File: config.mk
export PLATFORM = sky130hd
export DESIGN_NAME = canny_pass_sequencer
export DESIGN_NICKNAME = d
export VERILOG_FILES = /design/src/rtl/canny_pass_sequencer.sv
export SDC_FILE = /design/constraint.sdc
export NUM_CORES = 1
export LEC_CHECK = 0
export ABC_AREA = 1
export CELL_PAD_IN_SITES_DETAIL_PLACEMENT = 1
export CELL_PAD_IN_SITES_GLOBAL_PLACEMENT = 1
export CORE_UTILIZATION = 46
export CTS_BUF_LIST = sky130_fd_sc_hd__clkbuf_2
export CTS_CLUSTER_SIZE = 12
export DETAILED_ROUTE_END_ITERATION = 6
export HOLD_SLACK_MARGIN = 0.06
export PLACE_DENSITY = 0.92
export SYNTH_ARGS = -nofsm -noshare
export SYNTH_HDL_FRONTEND = slang
export SYNTH_SLANG_ARGS = --single-unit
File: constraint.sdc
create_clock -name clk -period 13.6 [get_ports clk]
set_input_delay 3.4 -clock clk [delete_from_list [all_inputs] [get_ports clk]]
set_output_delay 3.4 -clock clk [all_outputs]
set_load 0.05 [all_outputs]
File: src/rtl/canny_pass_sequencer.sv
// Sequences the median/gaussian/sobel/non-max/hysteresis passes over the image register file.
// Optional SEQ_STALL_EN adds a stall input that pauses column issue and border padding.
module canny_pass_sequencer #(
  parameter int unsigned IMG_DIM   = 20,
  parameter int unsigned AW        = 9,
  parameter int unsigned DRAIN_MAX = 15
) (
  input  logic          clk,
  input  logic          reset,
  input  logic          load_end,
  input  logic          mod_readable,
`ifdef SEQ_STALL_EN
  input  logic          stall,
`endif
  output logic [2:0]    op_out,
  output logic          rd_valid,
  output logic [AW-1:0] rd_addr,
  output logic          col_first,
  output logic          wr_en,
  output logic [AW-1:0] wr_addr,
  output logic          pad_en,
  output logic [AW-1:0] pad_src,
  output logic [AW-1:0] pad_dst,
  output logic          wb_en,
  output logic          busy,
  output logic          done,
  output logic          err
);

  localparam int unsigned IW = $clog2(DRAIN_MAX + 1);

  typedef enum logic [2:0] {
    S_IDLE, S_SET_OP, S_SCAN, S_DRAIN, S_PAD, S_WRITE_BACK, S_DONE
  } state_t;

  typedef enum logic [2:0] {
    OP_IDLE = 3'd0, OP_MED = 3'd1, OP_GAU = 3'd2, OP_SOB = 3'd3, OP_NMS = 3'd4, OP_HYS = 3'd5
  } op_t;

  state_t        state;
  op_t           op;
  logic [AW-1:0] row, col;
  logic [AW-1:0] rd_ptr, wr_ptr, wr_cnt, wr_col;
  logic [IW-1:0] idle_cnt;
  logic [AW-1:0] m, hi, last_row, span, n_writes;
  logic          hold;

`ifdef SEQ_STALL_EN
  assign hold = stall;
`else
  assign hold = 1'b0;
`endif

  function automatic op_t next_op(input op_t o);
    case (o)
      OP_IDLE: return OP_MED;
      OP_MED:  return OP_GAU;
      OP_GAU:  return OP_SOB;
      OP_SOB:  return OP_NMS;
      default: return OP_HYS;
    endcase
  endfunction

  function automatic logic [AW-1:0] margin(input op_t o);
    return (o == OP_GAU) ? AW'(2) : AW'(1);
  endfunction

  function automatic logic [AW-1:0] clamp(input logic [AW-1:0] v, input logic [AW-1:0] lo,
                                          input logic [AW-1:0] hi_lim);
    if (v < lo) return lo;
    if (v > hi_lim) return hi_lim;
    return v;
  endfunction

  assign m        = margin(op);
  assign hi       = AW'(IMG_DIM - 1) - m;
  assign last_row = hi - m;
  assign span     = AW'(IMG_DIM) - (m << 1);
  assign n_writes = span * span;

  always_ff @(posedge clk) begin
    if (reset) begin
      state    <= S_IDLE;
      op       <= OP_IDLE;
      row      <= '0;
      col      <= '0;
      rd_ptr   <= '0;
      wr_ptr   <= '0;
      wr_cnt   <= '0;
      wr_col   <= '0;
      idle_cnt <= '0;
      err      <= 1'b0;
    end else begin
      if (wr_en) begin
        wr_cnt <= wr_cnt + 1'b1;
        if (wr_col == span - 1'b1) begin
          wr_col <= '0;
          wr_ptr <= wr_ptr + (m << 1) + 1'b1;
        end else begin
          wr_col <= wr_col + 1'b1;
          wr_ptr <= wr_ptr + 1'b1;
        end
      end
      case (state)
        S_IDLE: if (load_end) begin
          state <= S_SET_OP;
          err   <= 1'b0;
        end
        S_SET_OP: begin
          op       <= next_op(op);
          row      <= '0;
          col      <= '0;
          rd_ptr   <= '0;
          wr_cnt   <= '0;
          wr_col   <= '0;
          idle_cnt <= '0;
          wr_ptr   <= margin(next_op(op)) * AW'(IMG_DIM + 1);
          state    <= S_SCAN;
        end
        // Rows are contiguous in memory, so the read pointer simply counts up across rows.
        S_SCAN: if (!hold) begin
          rd_ptr <= rd_ptr + 1'b1;
          if (col == AW'(IMG_DIM - 1)) begin
            col <= '0;
            if (row == last_row) begin
              row   <= '0;
              state <= S_DRAIN;
            end else begin
              row <= row + 1'b1;
            end
          end else begin
            col <= col + 1'b1;
          end
        end
        S_DRAIN: begin
          if (wr_cnt == n_writes) begin
            idle_cnt <= '0;
            state    <= (op == OP_HYS) ? S_DONE : S_PAD;
          end else if (wr_en) begin
            idle_cnt <= '0;
          end else if (idle_cnt == IW'(DRAIN_MAX - 1)) begin
            idle_cnt <= '0;
            err      <= 1'b1;
            state    <= (op == OP_HYS) ? S_DONE : S_PAD;
          end else begin
            idle_cnt <= idle_cnt + 1'b1;
          end
        end
        // Raster walk over the border ring; interior rows jump straight to the right margin.
        S_PAD: if (!hold) begin
          if (col == AW'(IMG_DIM - 1)) begin
            col <= '0;
            if (row == AW'(IMG_DIM - 1)) begin
              row   <= '0;
              state <= S_WRITE_BACK;
            end else begin
              row <= row + 1'b1;
            end
          end else if (row >= m && row <= hi && col == m - 1'b1) begin
            col <= hi + 1'b1;
          end else begin
            col <= col + 1'b1;
          end
        end
        S_WRITE_BACK: state <= S_SET_OP;
        S_DONE: begin
          op    <= OP_IDLE;
          state <= S_IDLE;
        end
        default: state <= S_IDLE;
      endcase
    end
  end

  assign op_out    = op;
  assign rd_valid  = (state == S_SCAN) && !hold;
  assign rd_addr   = (state == S_SCAN) ? rd_ptr : '0;
  assign col_first = rd_valid && (col == '0);
  assign wr_en     = mod_readable && (state == S_SCAN || state == S_DRAIN) && (wr_cnt < n_writes);
  assign wr_addr   = wr_en ? wr_ptr : '0;
  assign pad_en    = (state == S_PAD) && !hold;
  assign pad_dst   = (state == S_PAD) ? row * AW'(IMG_DIM) + col : '0;
  assign pad_src   = (state == S_PAD) ? clamp(row, m, hi) * AW'(IMG_DIM) + clamp(col, m, hi) : '0;
  assign wb_en     = (state == S_WRITE_BACK);
  assign done      = (state == S_DONE);
  assign busy      = (state == S_SET_OP) || (state == S_SCAN) || (state == S_DRAIN) ||
                     (state == S_PAD) || (state == S_WRITE_BACK);

endmodule
* After elaboration in Yosys (flattened, before gate mapping)
Index checks and enable logic that the tools add are counted.
** Word-level totals
- ROM bits :: 0
- Memory bits (writable) :: 0
- Output and inout bits :: 47
- Bits in registers :: 65
- Memories :: 0
- Bits in latches :: 0
- Word-level logic and storage cells :: 146
** Operators by class
- Div/mod/pow operators :: 0
- Reduce and logical (&&, ||, !) cells :: 23
- $mul :: 4
- Mux-type cells :: 57
- Bitwise operators :: 0
- Add/subtract/negate cells :: 17
- Equality and inequality tests :: 28
- Order comparisons :: 7
- Shift-type cells :: 0
** Operator list (number)
- $mux 9 :: 23
- $add 9x1->9 const B :: 7
- $pmux 9 s3 :: 2
- $eq 9x9->1 :: 4
- $mux 3 :: 10
- $add 9x9->9 :: 2
- $eq 9x5->1 const B :: 2
- $gt 9x9->1 :: 2
- $lt 9x2->1 :: 2
- $mul 9x3->7 const B :: 2
- $pmux 3 s6 :: 1
- $pmux 9 s2 :: 1
- $eq 3x2->1 const B :: 5
- $eq 3x3->1 const B :: 4
- $mux 4 :: 3
- $pmux 3 s4 :: 1
- $mux 1 :: 10
- $reduce_bool 2->1 :: 5
- $add 9x3->9 :: 1
- $ge 9x2->1 :: 1
- $le 9x9->1 :: 1
- $logic_not 9->1 :: 1
- $lt 9x9->1 :: 1
- $mul 6x6->9 :: 1
- other kinds (25) :: 44

* Longest topological paths before layout
- Depth in word-level cells :: 11
- Depth in mapped cells :: 25
- Mapped depth without buffers :: 24

* Worst setup path before layout
OpenSTA, ideal clock, no wires.
- Path kind :: reg2out
- Start point :: register op[2] (netlist: op_out[2])
- End point :: output port pad_src[7]
- Slack :: 5521 ps
- Data arrival time :: 4679 ps
- Cell stages (with the launch flop) :: 23
- Path buffers :: 1
- Path through :: dfxtp_1 -> inv_2 -> nand3_4 -> buf_4 -> ha_1 -> inv_1 -> nand2_1 -> nor2_1 -> nand2_1 -> nand3_1 -> nand2_2 -> nand2_1 -> o21ai_0 -> a21oi_1 -> inv_1 -> ha_1 -> ha_1 -> fa_1 -> ha_1 -> inv_1 -> o21ai_0 -> o21ai_0 -> a21oi_1
** Between the ends
- Longest elaborated chain between the ends :: 11
** RTL lines
- start: declaration :: RTL line 41 : op_t op;
- start signal: assignment :: RTL line 110 : op <= next_op(op);
- $eq 3x2->1 * :: RTL line 65 : return (o == OP_GAU) ? AW'(2) : AW'(1);
- $mux 2 * :: RTL line 65
- $sub 5x2->6 :: RTL line 76 : assign hi = AW'(IMG_DIM - 1) - m;
- $gt 9x9->1 :: RTL line 71 : if (v > hi_lim) return hi_lim;
- $mux 1 (2 in series) :: RTL line 71
- $mux 9 :: RTL line 72 : return v;
- $mux 9 :: RTL line 71
- $mul 9x3->7 :: RTL line 183 : assign pad_src = (state == S_PAD) ? clamp(row, m, hi) * AW'(IMG_DIM) + clamp(col, m, hi) : '0;
- $add 9x9->9 * :: RTL line 183
- $mux 9 * :: RTL line 183
- end: declaration :: RTL line 22 : output logic [AW-1:0] pad_src,
Mark *: on every way between the ends. The rest lies on a longest branch, timed or not. The select of a mux whose other input is x is not followed.

* Worst setup path in the final report
- Start point :: input port mod_readable
- End point :: output port wr_en
** Between the ends
- Longest elaborated chain between the ends :: 2
** RTL lines
- start: declaration :: RTL line 11 : input logic mod_readable,
- $logic_and 1x1->1 (2 in series) :: RTL line 179 : assign wr_en = mod_readable && (state == S_SCAN || state == S_DRAIN) && (wr_cnt < n_writes);
- end: declaration :: RTL line 19 : output logic wr_en,
No other way between the ends.

==> flow_metrics.env <==
export IMPL_yosysWarnings=0
export IMPL_outcome="finished clean"
export IMPL_setup_worst_path_start_class="input pin"
export IMPL_grtUsageTotal_pct=28.06
export IMPL_cts_tree="yes"
export IMPL_fillerInstances=1525
export IMPL_row_count=38
export IMPL_core_mm2=0.01094
export IMPL_p_per_area_mw_per_mm2=129.0
export IMPL_cp_arrival_ns=5.82
export IMPL_wire_per_inst_um=15.79
export IMPL_slew_headroom_pct=46.96
export IMPL_placed_cells=975
export IMPL_p_sw_uw=378.4
export IMPL_grt_start_max_net_pins=42
export IMPL_cts_sinks=65
export IMPL_ant_nets=0
export IMPL_drive_gt1_share_pct=6.345
export IMPL_grt_remaining_overflow=0
export IMPL_synth_cell_type_count=45
export IMPL_diodes=0
export IMPL_mostFrequentLayoutCells="nand2_1 (155), inv_1 (110), nor2_1 (100)"
export IMPL_cp_max_fo=41
export IMPL_gp_congestion=0.8499
export IMPL_first_pass_iters=4
export IMPL_vias=5436
export IMPL_clkPwrFrac_pct=18.4
export IMPL_yosysSeqAreaShare_pct=24.95
export IMPL_seq_power_share_pct=32.0
export IMPL_vias_per_cell=5.485
export IMPL_area_delta_synth_final_pct=13.82
export IMPL_root_buffer="clkbuf_2"
export IMPL_drt_iter0_markers=302
export IMPL_htree_levels=3
export IMPL_p_sw_share_pct=49.42
export IMPL_numCtsBuffers=9
export IMPL_layout_cell_area_non_filler_mm2=0.005937
export IMPL_dp_hpwl_um=11680
export IMPL_nNetsFinal=896
export IMPL_cts_resized=0
export IMPL_fin_crit_ns=9.225
export IMPL_cts_hold_fix_buffers=0
export IMPL_drcViolationCount=0
export IMPL_syn_area_per_cell_um2=6.520
export IMPL_grt_pass1_vias=5606
export IMPL_drv_cap=0
export IMPL_clkTransAtPathRegs_ns=0.19
export IMPL_async_flop_share_pct=0
export IMPL_start_util_pct=47.70
export IMPL_utilization_pct=54.29
export IMPL_p_leak_uw=0.002654
export IMPL_drt_total_wl_um=15640
export IMPL_fin_cells=991
export IMPL_ios=51
export IMPL_period_share_pct=67.83
export IMPL_final_common_cell="nand2_1"
export IMPL_grt_pass1_wl_um=25930
export IMPL_internal_power_uw=387.3
export IMPL_die_y_um=108.5
export IMPL_synth_seq_cells=65
export IMPL_final_max_slew_viol_count=0
export IMPL_synth_edf_count=0
export IMPL_fp_dieW_um=108.5
export IMPL_rsz0062_at_grt="no"
export IMPL_power_uw=765.6
export IMPL_criticalPathCategory="input pin to output pin"
export IMPL_pwr_share_comb_pct=49.6
export IMPL_hold_viol=0
export IMPL_setup_tns_ns=0
export IMPL_peakVddDrop_mv=0.1173
export IMPL_cp_required_ns=10.20
export IMPL_endpoint_kind="output pin"
export IMPL_fmax_mhz=108.4
export IMPL_setup_viol=0
export IMPL_synthCells=800
export IMPL_place_area_mm2=0.005809
export IMPL_cts_setup_buffers=0
export IMPL_dieArea_mm2=0.01177
export IMPL_antenna_found_initial=0
export IMPL_syn_area_mm2=0.005216
export IMPL_ys_flop_type="dfxtp_1"
export IMPL_clk_path_buf_depth=2
export IMPL_hold_class="register to register"
export IMPL_clkLatencyLatePin_ns=0.59
export IMPL_port_buffers=50
export IMPL_tightest_slew_ns=0.7928
export IMPL_finalClockSkew_ns=0.02586
Yosys cell counts (2+ instances only):
master,n,area share [%]
or2_0,3,0.36
nand3_2,3,0.58
ha_1,42,10
clkbuf_1,10,0.72
a311oi_1,2,0.34
a211oi_1,5,0.72
nor3_1,23,2.2
buf_4,4,0.58
o21ai_0,42,4.0
nand4_1,17,2.0
xor2_1,27,4.5
xnor2_1,8,1.3
inv_1,110,7.9
nand2_1,155,11
or2_2,2,0.24
nor2_1,100,7.2
nand3_1,57,5.5
a21o_1,2,0.29
o21ai_1,4,0.38
buf_2,3,0.29
a21oi_1,62,5.9
and3_1,3,0.36
inv_2,7,0.50
nor3b_2,4,0.96
fa_1,4,1.5
nor2_2,9,1.1
nand2_2,10,1.2
dfxtp_1,65,25
worst max-delay path, stage by stage:
cell and delay [ns]:
clkdlybuf4s50_1 0.48, and3_1 0.20, nand2_2 0.46, inv_2 0.42, clkdlybuf4s50_1 0.86
power by group through the flow:
stage | sequential [uW] | combinational (uW) | clock [uW]
detailed placement | 249 | 373 | 0
global placement | 248 | 358 | 0
floorplan | 245 | 274 | 0
global route | 250 | 418 | 147
finish | 245 | 380 | 141
CTS | 245 | 378 | 141
sequential cells by signal (all words and copies together) (netlist names):
name and count:
col 9, rd_ptr 9, row 9, wr_cnt 9, wr_col 9, wr_ptr 9
idle_cnt 4, op_out 3, state 3, err 1
cell type report:
| cell class | instances | area [um2] | share of cell area, % |
|---|---|---|---|
| clock inverters | 4 | 67.56 | 1.138 |
| flip-flops and latches | 65 | 1301 | 21.92 |
| repair buffers | 50 | 500.5 | 8.430 |
| well taps | 140 | 175.2 | 2.950 |
| multi-input cells | 602 | 3390 | 57.09 |
| inverters | 118 | 442.9 | 7.460 |
| clock buffers | 12 | 60.06 | 1.012 |
through the flow:
stage | setup slack (ns) | hold slack, ns
floorplan | 5.521 | 0.4364
global placement | 4.468 | 0.4348
detailed placement | 4.380 | 0.4536
CTS | 4.377 | 0.4811
global route | 4.080 | 0.5102
finish | 4.375 | 0.4777
final timing paths:
kind / from / to / slack, ns / cells after the start
min: err / err / 0.48 / 2
max reg2reg: op_out[2] / state[1] / 10.80 / 12
min reg2reg: err / err / 0.48 / 2
max: mod_readable / wr_en / 4.38 / 5
cell families (layout without fill, tap and decap cells):
family	count (synthesis)	after routing	synth area share, %
simple gates	393	393	34.28
flops	65	65	24.95
xor+xnor	35	35	5.877
buf+inv	136	184	10.29
other cells	1	4	0.07189
fa+ha+maj	46	46	11.61
compound gates	124	124	12.93
per-layer routing:
layer  vias up  wire length, um  GRT usage, %
li1       2681                -             -
met1      2623             6863         33.33
met2       104             7923         50.50
met3        28              513         3.074
met4         0              343         12.45
met5         -                0             0
(Power assumes the default switching activity.)
